`src/rtl/sti_deserializer.sv`:
```
// STI link receiver: recovers one 16-bit payload per serial frame (8/16/24/32 bits); po_valid one clock after the last bit; no backpressure.
// Optional saturating frame counter output when STI_RX_FRAME_CNT_EN is defined.
module sti_deserializer #(
  parameter int DW = 16,
  parameter int CW = 6
) (
  input  logic          clk,
  input  logic          reset,
  input  logic          si_data,
  input  logic          si_valid,
  input  logic [1:0]    cfg_length,
  input  logic          cfg_fill,
  input  logic          cfg_msb,
  input  logic          cfg_low,
  output logic [DW-1:0] po_data,
  output logic          po_valid,
  output logic          pad_err,
  output logic          trunc_err,
  output logic          overrun_err,
  output logic          busy
`ifdef STI_RX_FRAME_CNT_EN
  ,
  output logic [15:0]   frame_cnt
`endif
);

  typedef enum logic [1:0] {IDLE, RECV, DRAIN} state_t;

  state_t          state, state_d;
  logic [31:0]     shreg;
  logic [CW-1:0]   cnt;
  logic [CW-1:0]   n_q;
  logic [1:0]      len_q;
  logic            fill_q, msb_q, low_q;
  logic            gap_seen;
  logic            start, store, done, trunc, ovr;
  logic [16:0]     ext;

  function automatic logic [CW-1:0] frame_bits(input logic [1:0] len);
    return CW'({len, 3'b000}) + CW'(8);
  endfunction

  // Bits are placed directly at their final frame position, so no reversal is needed at the end.
  function automatic logic [31:0] bit_mask(input logic msb, input logic [1:0] len,
                                           input logic [CW-1:0] idx, input logic d);
    logic [CW-1:0] pos;
    pos = msb ? (frame_bits(len) - CW'(1) - idx) : idx;
    return {31'b0, d} << pos;
  endfunction

  function automatic logic [16:0] extract(input logic [31:0] f, input logic [1:0] len,
                                          input logic fill, input logic low);
    logic [16:0] r;
    case (len)
      2'd0:    r = {1'b0, (low ? {f[7:0], 8'h00} : {8'h00, f[7:0]})};
      2'd1:    r = {1'b0, f[15:0]};
      2'd2:    r = fill ? {|f[7:0], f[23:8]}   : {|f[23:16], f[15:0]};
      default: r = fill ? {|f[15:0], f[31:16]} : {|f[31:16], f[15:0]};
    endcase
    return r;
  endfunction

  assign n_q  = frame_bits(len_q);
  assign ext  = extract(shreg, len_q, fill_q, low_q);
  assign busy = (state != IDLE);

  always_ff @(posedge clk or posedge reset) begin
    if (reset) state <= IDLE;
    else       state <= state_d;
  end

  always_comb begin
    state_d = state;
    start   = 1'b0;
    store   = 1'b0;
    done    = 1'b0;
    trunc   = 1'b0;
    ovr     = 1'b0;
    case (state)
      IDLE: begin
        if (si_valid) begin
          start   = 1'b1;
          state_d = RECV;
        end
      end
      RECV: begin
        if (cnt == n_q) begin
          // A bit arriving on the completion cycle is already the first extra bit.
          done    = 1'b1;
          ovr     = si_valid;
          state_d = DRAIN;
        end else if (si_valid) begin
          store   = 1'b1;
        end else begin
          trunc   = 1'b1;
          state_d = IDLE;
        end
      end
      DRAIN: begin
        if (!si_valid) begin
          state_d = IDLE;
        end else if (gap_seen) begin
          start   = 1'b1;
          state_d = RECV;
        end
      end
      default: state_d = IDLE;
    endcase
  end

  always_ff @(posedge clk or posedge reset) begin
    if (reset) begin
      shreg       <= '0;
      cnt         <= '0;
      len_q       <= '0;
      fill_q      <= 1'b0;
      msb_q       <= 1'b0;
      low_q       <= 1'b0;
      gap_seen    <= 1'b0;
      po_data     <= '0;
      po_valid    <= 1'b0;
      pad_err     <= 1'b0;
      trunc_err   <= 1'b0;
      overrun_err <= 1'b0;
`ifdef STI_RX_FRAME_CNT_EN
      frame_cnt   <= '0;
`endif
    end else begin
      po_valid    <= done;
      pad_err     <= 1'b0;
      trunc_err   <= trunc;
      overrun_err <= ovr;
      if (start) begin
        len_q  <= cfg_length;
        fill_q <= cfg_fill;
        msb_q  <= cfg_msb;
        low_q  <= cfg_low;
        shreg  <= bit_mask(cfg_msb, cfg_length, '0, si_data);
        cnt    <= CW'(1);
      end
      if (store) begin
        shreg <= shreg | bit_mask(msb_q, len_q, cnt, si_data);
        cnt   <= cnt + CW'(1);
      end
      if (done) begin
        po_data  <= ext[DW-1:0];
        pad_err  <= ext[16];
        // The gap on the completion cycle lets a new frame start straight out of DRAIN.
        gap_seen <= ~si_valid;
`ifdef STI_RX_FRAME_CNT_EN
        if (frame_cnt != 16'hFFFF) frame_cnt <= frame_cnt + 16'd1;
`endif
      end
    end
  end

endmodule

```
`config.mk`:
```
export PLATFORM = sky130hd
export DESIGN_NAME = sti_deserializer
export DESIGN_NICKNAME = d
export VERILOG_FILES = /design/src/rtl/sti_deserializer.sv
export SDC_FILE = /design/constraint.sdc
export NUM_CORES = 1
export LEC_CHECK = 0
export BUFFER_PORTS_ARGS = -buffer_cell sky130_fd_sc_hd__buf_2
export CAP_MARGIN = 40
export CELL_PAD_IN_SITES_DETAIL_PLACEMENT = 2
export CELL_PAD_IN_SITES_GLOBAL_PLACEMENT = 2
export CORE_ASPECT_RATIO = 0.8
export CORE_MARGIN = 2
export CORE_UTILIZATION = 38
export DETAILED_ROUTE_END_ITERATION = 16
export PLACE_DENSITY = 0.9
export SLEW_MARGIN = 0
export SYNTH_ARGS = -nofsm -noshare
export SYNTH_HDL_FRONTEND = slang
export SYNTH_SLANG_ARGS = --single-unit
```
`constraint.sdc`:
```
create_clock -name clk -period 2.8 [get_ports clk]
set_clock_uncertainty 0.05 [all_clocks]
set_input_delay 0.14 -clock clk [delete_from_list [all_inputs] [get_ports clk]]
set_output_delay 0.14 -clock clk [all_outputs]
set_load 0.005 [all_outputs]
```
==> impl_results.md <==
* Outcome: complete, no violations
* Filler cells at 998
* Starting Density at 39.6%
* Crit path from: len_q[0]$_DFFE_PP0P_
* Post-synth EDFFs at 0
* Placed insts at 498
* Final nets at 416
* N_diodes at 0
* Worst path bufs/invs at 2
* Worst-Skew Late Latency at 0.34 ns
* WP data required at 2.97 ns
* Mean Syn Cell Area at 9.77 µm²
* Boundary Pins at 30
* Initial antenna violation count at 0
* Largest delay share family, worst path: adder cells
* Critical path depth at 8
* CP endpoint kind: register
* CTS sink count at 66
* Power Total at 3.71 mW
* Vias in the first global route at 3400
* Hold WS at 0.0124 ns
* Predominant post-synthesis flop cell: dfrtp_1
* Fin. Hold Viols at 0
* Worst-Margin Slew at 0.840 ns
* # Post-CTS Setup Buffers at 0
* Syn_nets at 391
* GRT busiest layer: met2
* Crit path DAT at 2.72 ns
* Min-Delay Path Class: input port to register
* Min setup slack post-route at 0.246 ns
* WS Path Type: register to register
* Initial DRC count at 194
* CTS Hold Bufs at 4
* GRT overflow at 0
* CP endpoint: shreg[23]$_DFFE_PP0P_
* Seq/Total Area, Yosys at 45.3%
* CP Launch Type: register
* Cell taking the most area after synthesis: dfrtp_1
* Multi-input gate area at 1800 µm²
* Normalized max-slew margin at 44.0%
* Height of the die at 91.6 µm
* Core Region at 9190 µm²
* Tot GR Track Use at 25.2%
* Crit path cell chain: inv_1 > ha_1 > inv_1 > fa_1 > xnor3_2 > a32oi_2 > nor2_1 > a221o_1
* First-pass GRT wire length at 19.9 mm
* Reg2reg start: len_q[0]$_DFFE_PP0P_
* Largest cells by area after synthesis: dfrtp_1 45%, a22o_1 6.0%, nand2_1 4.9%
* Post-Synthesis Cells at 373
* Hold_sp: cfg_msb
* H-tree depth at 3
* Detailed placement HPWL at 8.56 mm
* Fmax at 0.391 GHz
* Sequential Area at 1650 µm²
* Slowest CP cell: fa_1
* DRC Markers at 0
* Met3 usage at 5.41%
* Area growth syn-to-layout at 15.1%
* Crit path time final at 2.55 ns
* # Max-Cap Violations at 0
* Worst R2R Path Depth at 8
* Leak pwr at 1.90 nW
* DR pass1 iterations at 4
* Vias at 3149
* Largest net degree at the start of global routing at 43
* Yosys top cell area share at 45.3%
* Pwr dens at 885 nW/µm²
* GPL Wtd Cong at 0.910
* Final cell count without fillers at 517
* RSZ-0062 raised after global routing: no
* Clock Pin Slew Worst Setup and Hold Paths at 0.06 ns
* Slew Limit Fails at 0
* Yosys cell types at 48
* Port Buffers at 29
* Routed wire length at 12.4 mm
* Post-DR vias/cell at 6.09
* R2R Setup Slk at 0.25 ns
* Placed cell area at 3880 µm²
* Average wire per cell in the routed design at 23.9 µm
* Met1 Usage GRT at 34.6%
* Util after Layout at 45.6%
* Final period util at 91.2%
* Setup tns final at 0 ns
* Final setup fails at 0
* TritonCTS clock tree: yes
* Max Root-Sink Buffers at 2
* Worst r2r dst: shreg[23]$_DFFE_PP0P_
* Yosys warnings at 0
* Cell row count at 31
* Max VDD drop at 354 µV
* Post-route ant nets at 0
* Die footprint at 10400 µm²
* Total CTS buffers at 9
* Root Buffer: clkbuf_16
* Crit-path most repeated cell: inv_1
* GRT met2 Usage at 40.3%
* Die Wd at 113 µm
* Synthesized flop and latch total at 66
* Share of layout cells above drive strength 1 at 18.7%
* Mapped Area at 3640 µm²
* Dpl ws at 0.271 ns
* Design Area, Final at 4190 µm²
* Worst-path maximum fanout at 4
* Post-synth ARST share at 100%
* CP max stage delay at 0.40 ns
* Post-CTS Resized at 0
[logic make-up (layout without fill, tap and decap cells)]
group | Yosys count | after routing | synth area share, %
AO/OA/AOI/OAI | 120 | 120 | 25.8
AND/OR/NAND/NOR | 118 | 118 | 16.5
flip-flops | 66 | 66 | 45.3
buffers and inverters | 48 | 77 | 5.39
multiplexers | 10 | 10 | 2.82
adder cells (fa/ha/maj) | 9 | 9 | 3.30
XOR/XNOR | 2 | 2 | 0.893
[sequential cells by signal (all words and copies together) (netlist names), 2 cells and up]
register,count
po_data,16
len_q,2
shreg,32
state,2
cnt,6
[cell usage in the layout, fill, tap and decap left out, drive strengths merged, types with 2 or more instances in the layout]
cell type    synthesis  final
nor2b                4      4
o21ai               26     26
o31ai               11     11
or3                  2      2
and2                 4      4
mux2i                8      8
a32oi                2      2
nor2                19     19
ha                   8      8
nand2               48     48
a21oi               20     20
mux2                 2      2
a31o                 5      5
nand4                3      3
clkbuf              16     13
dlygate4sd3          0      4
dfrtp               66     66
nor3                 5      5
a221oi              10     10
a31oi                2      2
a22o                27     27
buf                  9     35
nor3b                2      2
nand3                4      4
a221o               11     11
inv                 23     23
nor4                12     12
or2                  4      4
a211o                3      3
nand2b               5      5
and3                 3      3
[worst min-delay path, cell delays in order]
cell and delay, ns:
buf_2 0.12, nand2_1 0.05, nand2_1 0.05
[routing by layer]
layer  vias to the layer above  routed length (µm)
li1                       1418                   -
met1                      1642                5550
met2                        73                6040
met3                        16                 606
met4                         0                 161
met5                         -                   0
[synth_stat cells, types with 2 or more instances]
cell       n
a21oi_4    2
o31ai_1   11
and2_1     4
nand2_1   48
buf_4      2
nor2_1    16
clkbuf_1  16
inv_1     23
a221oi_1   9
mux2i_1    8
a211o_1    2
dfrtp_1   66
buf_2      7
nand3_1    4
o21ai_0   26
nand2b_1   5
nor3_1     5
a22o_2     2
nand4_1    3
nor2b_1    4
or2_2      4
ha_1       8
and3_1     3
a31oi_1    2
a31o_2     5
nor4_1    11
a22o_1    25
or3_1      2
mux2_2     2
nor3b_1    2
a221o_1   11
a21oi_1   18
nor2_4     2
[area by class of cell]
| class | count | area share (%) |
|---|---|---|
| Timing Repair Buffer | 39 | 5.79 |
| Inverter | 23 | 2.06 |
| Clock buffer | 13 | 6.21 |
| Tap cell | 115 | 3.43 |
| Multi-Input combinational cell | 259 | 42.8 |
| Clock inverter | 2 | 0.298 |
| Sequential cell | 66 | 39.4 |
[worst min-delay path by stage]
stage / endpoint / cells after the start
6_report: msb_q$_DFFE_PP0P_ / 3
5_1_grt: msb_q$_DFFE_PP0P_ / 3
4_1_cts: msb_q$_DFFE_PP0P_ / 3
3_5_place_dp: fill_q$_DFFE_PP0P_ / 2
3_3_place_gp: fill_q$_DFFE_PP0P_ / 2
2_1_floorplan: trunc_err$_DFF_PP0_ / 1
[power breakdown]
part	total [mW]	switching (mW)	internal, mW
clock	1.06	0.419	0.641
sequential	1.31	0.210	1.10
combinational	1.34	0.855	0.484
Power figures use the tool's default switching activity.
